<file path="config.mk">
export PLATFORM = sky130hd
export DESIGN_NAME = if_fetch_queue
export DESIGN_NICKNAME = d
export VERILOG_FILES = /design/src/rtl/if_fetch_queue_pkg.sv /design/src/rtl/sync_fifo_ctrl.sv /design/src/rtl/if_fetch_queue.sv
export SDC_FILE = /design/constraint.sdc
export NUM_CORES = 1
export LEC_CHECK = 0
export ABC_AREA = 0
export ABC_CLOCK_PERIOD_IN_PS = 5600
export BUFFER_PORTS_ARGS = -buffer_cell sky130_fd_sc_hd__buf_2
export CELL_PAD_IN_SITES_DETAIL_PLACEMENT = 0
export CELL_PAD_IN_SITES_GLOBAL_PLACEMENT = 2
export CORE_ASPECT_RATIO = 1.25
export CORE_UTILIZATION = 44
export CTS_BUF_LIST = sky130_fd_sc_hd__clkbuf_2 sky130_fd_sc_hd__clkbuf_4 sky130_fd_sc_hd__clkbuf_8
export DETAILED_ROUTE_END_ITERATION = 8
export PLACE_DENSITY_LB_ADDON = 0.08
export SYNTH_ARGS = -nofsm -noshare
export SYNTH_HDL_FRONTEND = slang
export SYNTH_SLANG_ARGS = --single-unit
</file>
<file path="constraint.sdc">
create_clock -name clk -period 5.6 [get_ports clk]
set_input_delay 1.68 -clock clk [delete_from_list [all_inputs] [get_ports clk]]
set_output_delay 1.68 -clock clk [all_outputs]
set_load 0.005 [all_outputs]
</file>
<file path="src/rtl/if_fetch_queue_pkg.sv">
// Shared fetch-path constants, mirroring the MIPS.vh header values used by
// the fetch queue and its pointer controller.
package if_fetch_queue_pkg;

    localparam int unsigned PC_LENGTH   = 32;
    localparam int unsigned INST_LENGTH = 32;

    localparam logic ENABLE  = 1'b1;
    localparam logic DISABLE = 1'b0;

    localparam logic [INST_LENGTH-1:0] NOP_INST = 32'h0000_0000;

endpackage

</file>
<file path="src/rtl/sync_fifo_ctrl.sv">
// Pointer/count controller for a power-of-two circular buffer.
// Produces qualified push/pop strobes plus registered full and occupied flags.
module sync_fifo_ctrl
    import if_fetch_queue_pkg::*;
#(
    parameter int unsigned DEPTH = 4,
    localparam int unsigned PTR_W = $clog2(DEPTH),
    localparam int unsigned CNT_W = $clog2(DEPTH + 1)
) (
    input  logic             clk,
    input  logic             rst,
    input  logic             flush,
    input  logic             push_req,
    input  logic             pop_req,
    output logic             push_c,
    output logic             pop_c,
    output logic [PTR_W-1:0] wr_ptr,
    output logic [PTR_W-1:0] rd_ptr,
    output logic [PTR_W-1:0] rd_ptr_nxt_c,
    output logic [CNT_W-1:0] count,
    output logic [CNT_W-1:0] count_nxt_c,
    output logic             full,
    output logic             occupied
);

    logic [PTR_W-1:0] wr_ptr_nxt;

    // A full queue refuses pushes even when a pop frees a slot this cycle.
    assign push_c = push_req & ~full & ~flush;
    assign pop_c  = pop_req & occupied & ~flush;

    always_comb begin
        wr_ptr_nxt   = wr_ptr;
        rd_ptr_nxt_c = rd_ptr;
        count_nxt_c  = count;
        if (flush) begin
            wr_ptr_nxt   = '0;
            rd_ptr_nxt_c = '0;
            count_nxt_c  = '0;
        end else begin
            if (push_c) begin
                wr_ptr_nxt = wr_ptr + PTR_W'(1);
            end
            if (pop_c) begin
                rd_ptr_nxt_c = rd_ptr + PTR_W'(1);
            end
            count_nxt_c = count + CNT_W'(push_c) - CNT_W'(pop_c);
        end
    end

    // Flags are registered from the next count so hold/valid carry no comb path.
    always_ff @(posedge clk) begin
        if (rst) begin
            wr_ptr   <= '0;
            rd_ptr   <= '0;
            count    <= '0;
            full     <= DISABLE;
            occupied <= DISABLE;
        end else begin
            wr_ptr   <= wr_ptr_nxt;
            rd_ptr   <= rd_ptr_nxt_c;
            count    <= count_nxt_c;
            full     <= (count_nxt_c == CNT_W'(DEPTH));
            occupied <= (count_nxt_c != '0);
        end
    end

endmodule

</file>
<file path="src/rtl/if_fetch_queue.sv">
// Instruction fetch queue between InstMem and decode: buffers {pc, inst}
// pairs, back-pressures fetch with hold, and drops everything on a redirect.
module if_fetch_queue
    import if_fetch_queue_pkg::*;
#(
    parameter int unsigned DEPTH  = 4,
    parameter int unsigned PC_W   = PC_LENGTH,
    parameter int unsigned INST_W = INST_LENGTH,
    localparam int unsigned PTR_W = $clog2(DEPTH),
    localparam int unsigned CNT_W = $clog2(DEPTH + 1)
) (
    input  logic              clk,
    input  logic              rst,
    input  logic              inValid,
    input  logic [PC_W-1:0]   inPc,
    input  logic [INST_W-1:0] inInst,
    output logic              hold,
    input  logic              flush,
    output logic              outValid,
    output logic [PC_W-1:0]   outPc,
    output logic [INST_W-1:0] outInst,
    input  logic              outReady,
    output logic [CNT_W-1:0]  count
);

    logic [PC_W-1:0]   mem_pc   [DEPTH];
    logic [INST_W-1:0] mem_inst [DEPTH];

    logic              push_c;
    logic              pop_c;
    logic [PTR_W-1:0]  wr_ptr;
    logic [PTR_W-1:0]  rd_ptr;
    logic [PTR_W-1:0]  rd_ptr_nxt_c;
    logic [CNT_W-1:0]  count_nxt_c;
    logic [PC_W-1:0]   head_pc_nxt;
    logic [INST_W-1:0] head_inst_nxt;

    sync_fifo_ctrl #(
        .DEPTH (DEPTH)
    ) u_ctrl (
        .clk          (clk),
        .rst          (rst),
        .flush        (flush),
        .push_req     (inValid),
        .pop_req      (outReady),
        .push_c       (push_c),
        .pop_c        (pop_c),
        .wr_ptr       (wr_ptr),
        .rd_ptr       (rd_ptr),
        .rd_ptr_nxt_c (rd_ptr_nxt_c),
        .count        (count),
        .count_nxt_c  (count_nxt_c),
        .full         (hold),
        .occupied     (outValid)
    );

    // Storage needs no reset: occupancy alone decides what is visible.
    always_ff @(posedge clk) begin
        if (push_c) begin
            mem_pc[wr_ptr]   <= inPc;
            mem_inst[wr_ptr] <= inInst;
        end
    end

    // Next head; a push into a slot that becomes the head bypasses storage.
    always_comb begin
        head_pc_nxt   = '0;
        head_inst_nxt = INST_W'(NOP_INST);
        if (count_nxt_c != '0) begin
            if (push_c && (wr_ptr == rd_ptr_nxt_c)) begin
                head_pc_nxt   = inPc;
                head_inst_nxt = inInst;
            end else begin
                head_pc_nxt   = mem_pc[rd_ptr_nxt_c];
                head_inst_nxt = mem_inst[rd_ptr_nxt_c];
            end
        end
    end

    always_ff @(posedge clk) begin
        if (rst) begin
            outPc   <= '0;
            outInst <= INST_W'(NOP_INST);
        end else begin
            outPc   <= head_pc_nxt;
            outInst <= head_inst_nxt;
        end
    end

    logic unused_pop;
    assign unused_pop = pop_c;

endmodule

</file>
# --- Yosys cells after proc, flatten, opt, wreduce, memory -nomap -nowiden ---
# Memories as Yosys holds them, arrays and structs flattened. A register that Yosys moved wholly into a read port is not among the register bits.
# Index checks and enable logic that the tools add are counted.
op_classes:
  add_sub_neg: 4
  n_reduce_logical: 3
  mux: 5
  n_bitwise: 7
  n_eq_ne: 1
ops:
  columns: ["op", "count"]
  rows:
  - ["adder 2 x 1 -> 2 bit, second input constant", 2]
  - ["AND 1 bit", 4]
  - ["two-way mux 2 bit", 2]
  - ["OR reduction 2 bit", 2]
  - ["adder 3 x 1 -> 3 bit", 1]
  - ["== test 3 bit, second input constant", 1]
  - ["two-way mux 3 bit", 1]
  - ["inverter 1 bit", 3]
  - ["nonzero test 3 bit", 1]
  - ["subtractor 3 x 1 -> 3 bit", 1]
  - ["two-way mux 1 bit", 2]
totals:
  n_memories: 2
  mem_bits_rw: 256
  wordCells: 27
  regBits: 9
  input_bits: 69
memory_table:
  columns: ["name", "depth", "word_bits", "read_ports", "rd_ports_with_merged_regs", "wr", "line", "text"]
  rows:
  - ["mem_inst", 4, 32, 1, 1, 1, "if_fetch_queue.sv:27", "logic [INST_W-1:0] mem_inst [DEPTH];"]
  - ["mem_pc", 4, 32, 1, 1, 1, "if_fetch_queue.sv:26", "logic [PC_W-1:0] mem_pc [DEPTH];"]

# --- Longest topological paths before layout ---
depth:
  depth_word: 9
  ltp_mapped: 14

# --- Modules after synthesis ---
# Synthesis repeated with hierarchy kept, for this count alone.
unflattened:
  cells_unflattened: 692
  hier_area_um2: 12714.7
by_module_without_submodules:
  columns: ["mod", "cells_per_inst", "n_inst", "area_each_um2", "seq_area_each_um2"]
  rows:
  - ["if_fetch_queue", 647, 1, 12301.8, 8968.6]
  - ["sync_fifo_ctrl", 45, 1, 412.9, 180.2]

# --- Least setup slack after synthesis ---
# OpenSTA, ideal clock, no wires.
synth_path:
  path_kind: "input to register"
  start: "input flush"
  end: "register outInst[0], read port of mem_inst"
  stages: 14
  path_buffers: 5
  setup_ps: 117
  arrival_time_ps: 4647
  t_required_ps: 5483
  path_slack_ps: 835
  cell_sequence: "buf_2 -> clkbuf_1 -> clkbuf_1 -> nor2_1 -> ha_1 -> inv_1 -> ha_1 -> fa_1 -> xnor3_1 -> o31ai_2 -> and4b_1 -> buf_6 -> buf_6 -> a32o_1"
synth_between:
  elab_chain_cells: 8
  word_cells_on_any_way: 11
  classes_between: "add/sub: 2; mux: 3; bitwise: 4; reduce/logical: 2"
synth_rtl:
  columns: ["element", "line", "text"]
  rows:
  - ["from (decl)", "if_fetch_queue.sv:18", "input logic flush,"]
  - ["inverter 1 bit", "sync_fifo_ctrl.sv:29, sync_fifo_ctrl.sv:30", null]
  - ["AND 1 bit", "sync_fifo_ctrl.sv:29", "assign push_c = push_req & ~full & ~flush;"]
  - ["adder 3 x 1 -> 3 bit", "sync_fifo_ctrl.sv:47", "count_nxt_c = count + CNT_W'(push_c) - CNT_W'(pop_c);"]
  - ["subtractor 3 x 1 -> 3 bit", "sync_fifo_ctrl.sv:47", null]
  - ["two-way mux 3 bit", "sync_fifo_ctrl.sv:36", "if (flush) begin"]
  - ["nonzero test 3 bit", "if_fetch_queue.sv:69", "if (count_nxt_c != '0) begin"]
  - ["inverter 1 bit (no source line)", null, null]
  - ["OR reduction 2 bit (no source line)", null, null]
  - ["to (decl)", "if_fetch_queue.sv:21", "output logic [INST_W-1:0] outInst,"]
# Parallel ways exist; a longest one is shown, timed or not.
# A chain may end at the register's enable or synchronous reset.

# --- Final worst setup path ---
layout_path:
  start: "input outReady"
  end: "register outInst[21], read port of mem_inst"
layout_between:
  elab_chain_cells: 7
  word_cells_on_any_way: 9
  classes_between: "add/sub: 1; mux: 3; bitwise: 3; reduce/logical: 2"
layout_rtl:
  columns: ["element", "line", "text"]
  rows:
  - ["from (decl)", "if_fetch_queue.sv:22", "input logic outReady,"]
  - ["AND 1 bit (*) (2 in a row)", "sync_fifo_ctrl.sv:30", "assign pop_c = pop_req & occupied & ~flush;"]
  - ["subtractor 3 x 1 -> 3 bit", "sync_fifo_ctrl.sv:47", null]
  - ["two-way mux 3 bit", "sync_fifo_ctrl.sv:36", null]
  - ["nonzero test 3 bit", "if_fetch_queue.sv:69", null]
  - ["inverter 1 bit (no source line)", null, null]
  - ["OR reduction 2 bit (no source line)", null, null]
# Every way passes the cells marked *; elsewhere a longest branch is shown, timed or not.

==> metrics.txt <==
final setup TNS=0 ps; reg2reg setup slack=2130 ps; Die W=152.7 um; Data arrival, critical path=~4800 ps; Critical Path Fanout Max=42; total track usage=23.24%; Cell Count, Final, Fillers Out=1308; DRC=12; clk root buf=clkbuf_8; Most used DFF post-synth=edfxtp_1; Rows=68; placed cell count=1212; post-synth cell types=34; leakage=5.178 nW; synthesized instance count=780; post-DP HPWL=roughly 16 mm; clk_skew=around 24 ps; status=finished, violations left; htree depth=2; asr flop ratio synth=0%; CTS Sinks=about 330; initial detailed-routing violation count=~470; Crit-path slowest cell=and4b_2; min Tclk post-route=4310 ps; Port Buf Inserts=roughly 140; count of buffer and inverter cells on the critical path=3; pin count of the biggest net entering global routing=87; Total Routed Length=33.19 mm; first-pass GRT wire length=51.26 mm; Worst Setup SP=outReady; Die ar.=29060 um2; hold_ws=620.5 ps; Final ANT Viol Nets=0; failing checks=DRC; mean routed wirelength per cell=25.37 um; post-synthesis sequential area ratio=73.27%; maximum vdd drop=0.0001703 V; maximum clock frequency=approximately 230 MHz; Final WS setup=~1300 ps; HP Start=mem_pc[3][6]$_DFFE_PP_; vias post-DR=7952; Final Cycle Share=76.96%; CP Launch Type=input pin; most frequent cells in the layout=edfxtp_1, buf_2, dfxtp_1; Final Slew Violations=0; clk_lat worst skew=roughly 600 ps; Synthesized Nets=856; R2R Path End=outInst[21]$_SDFF_PP0_; Post-Syn Area=~12000 um2; CTS max path bufs=3; CTS clk-pin slew, worst paths=60 ps; final layout net count=991; IO Count=138; cell depth of the worst flop-to-flop path=11; post_cts resized=0; post-layout util=a little over half; Hold Vio Cnt, Final=0; vias in the first global route=8615; MaxCap Viol Count=0; Tightest Pin Transition=1121 ps; Setup Crit Path Kind=in2reg; Crit path largest cell delay=approximately 520 ps; critical path's most frequent cell=ha_1; pre-CTS WS=about 690 ps; critical path required time=about 6100 ps; cell family with most CP delay=adder cells; Core Region=about 28000 um2; layout cells sized above 1=between 20% and 30%; crit path cell chain=buf_2 > nand2_1 > nor2_1 > ha_1 > inv_1 > ha_1 > fa_1 > xnor3_1 > o31ai_2 > and4b_2 > buf_12 > a32o_1; Syn-to-layout area delta=16.75%; antenna violations before repair=5; Setup crit end kind=flop; clock buffer count from CTS=51; R2R Path Start=u_ctrl.occupied$_SDFF_PP0_; cts hold-fix bufs=0; unrepaired setup endpoints after global routing=false; Initial Util=45.02%; post-CTS setup buffer count=0; Hold Path End=outPc[6]$_SDFF_PP0_; most common cell after layout, fill and taps aside=edfxtp_1; CTS tree=yes; Final Wtd Congestion=approximately 0.73; post-synthesis register bit count=between 300 and 400; post-synthesis area per instance=16.01 um2; slew margin rel.=between 20% and 30%; min-delay worst type=reg2reg; Die Y=190.3 um; synthesis warning total=0; vias per cell=6.080; iteration count of the initial detailed-routing pass=7; total congestion overflow=0; pwr dens=340.7 nW/um2; hold path cells=2; Setup violations, final=0; number of synthesized flops with an enable pin=about 260
-- kinds of logic after synthesis --
logic type / share of synthesized area [%]
AND/OR/NAND/NOR: 1.192
adder cells (fa/ha/maj): 0.7616
XOR/XNOR: 0.6012
flip-flops: 73.27
buffers and inverters: 4.960
AO/OA/AOI/OAI: 19.21
-- registers in the layout, indices dropped and copies added (netlist names) --
name	flops
mem_inst	128
mem_pc	128
outInst	32
outPc	32
u_ctrl.count	3
u_ctrl.full	1
u_ctrl.occupied	1
u_ctrl.rd_ptr	2
u_ctrl.wr_ptr	2
-- cell type report --
cell class	count	area (um2)
Antenna cell	2	5.005
Clock buffer	84	974.7
Sequential cell	329	9149
Inverter	72	270.3
Fill cell	2362	13160
Multi-Input combinational cell	303	2806
Timing Repair Buffer	158	883.3
Clock inverter	10	51.30
Tap cell	350	437.9
-- per-stage QoR --
step / area, um2 / total power, mW
after floorplan: 12490 / 2.881
after global placement: 13550 / 3.004
after detailed placement: 13550 / 3.012
after CTS: 14570 / 5.007
after global routing: 14580 / 5.133
final: 14580 / 4.967
-- Yosys cell counts, types with 2 or more instances --
| cell | instances | area share (%) |
|---|---|---|
| a32o_1 | 64 | 5.1 |
| and2_1 | 7 | 0.35 |
| buf_1 | 6 | 0.18 |
| buf_2 | 9 | 0.36 |
| buf_6 | 7 | 0.63 |
| clkbuf_1 | 54 | 1.6 |
| dfxtp_1 | 73 | 12 |
| edfxtp_1 | 256 | 62 |
| ha_1 | 6 | 0.60 |
| inv_1 | 72 | 2.2 |
| nand2_1 | 2 | 0.060 |
| nor2_1 | 3 | 0.090 |
| nor2b_1 | 4 | 0.20 |
| nor3_1 | 4 | 0.16 |
| o211ai_1 | 64 | 3.8 |
| o221ai_1 | 64 | 4.5 |
| o32a_1 | 64 | 5.1 |
| xnor2_1 | 4 | 0.28 |
| xor2_1 | 2 | 0.14 |
-- power breakdown --
part	switching [mW]	total [mW]	internal, mW
registers	0.0185	2.71	2.69
logic	0.159	0.248	0.0893
clock network	0.914	2.01	1.09
total	1.09	4.97	3.88
-- worst max-delay path by stage --
| stage | endpoint | slack [ps] | cells after the start |
|---|---|---|---|
| after detailed placement | outInst[13]$_SDFF_PP0_ | 690 | 12 |
| after global routing | outInst[16]$_SDFF_PP0_ | 1190 | 12 |
| after global placement | outInst[10]$_SDFF_PP0_ | 780 | 12 |
| after CTS | outInst[13]$_SDFF_PP0_ | 1320 | 12 |
| after floorplan | outInst[0]$_SDFF_PP0_ | 840 | 14 |
| final | outInst[21]$_SDFF_PP0_ | 1290 | 12 |
-- worst min-delay path, cell delays in order, from the launching register on --
cell	delay (ps)
edfxtp_1	320
o32a_1	120
a32o_1	150
-- layer usage --
layer	track usage [%]	share of wire (%)	vias to the layer above
met1	28.49	41	4082
met5	0	0.096	-
met4	6.915	2.0	6
met3	4.886	6.2	70
met2	41.21	51	282
li1	-	-	3512
(Power assumes the default switching activity.)
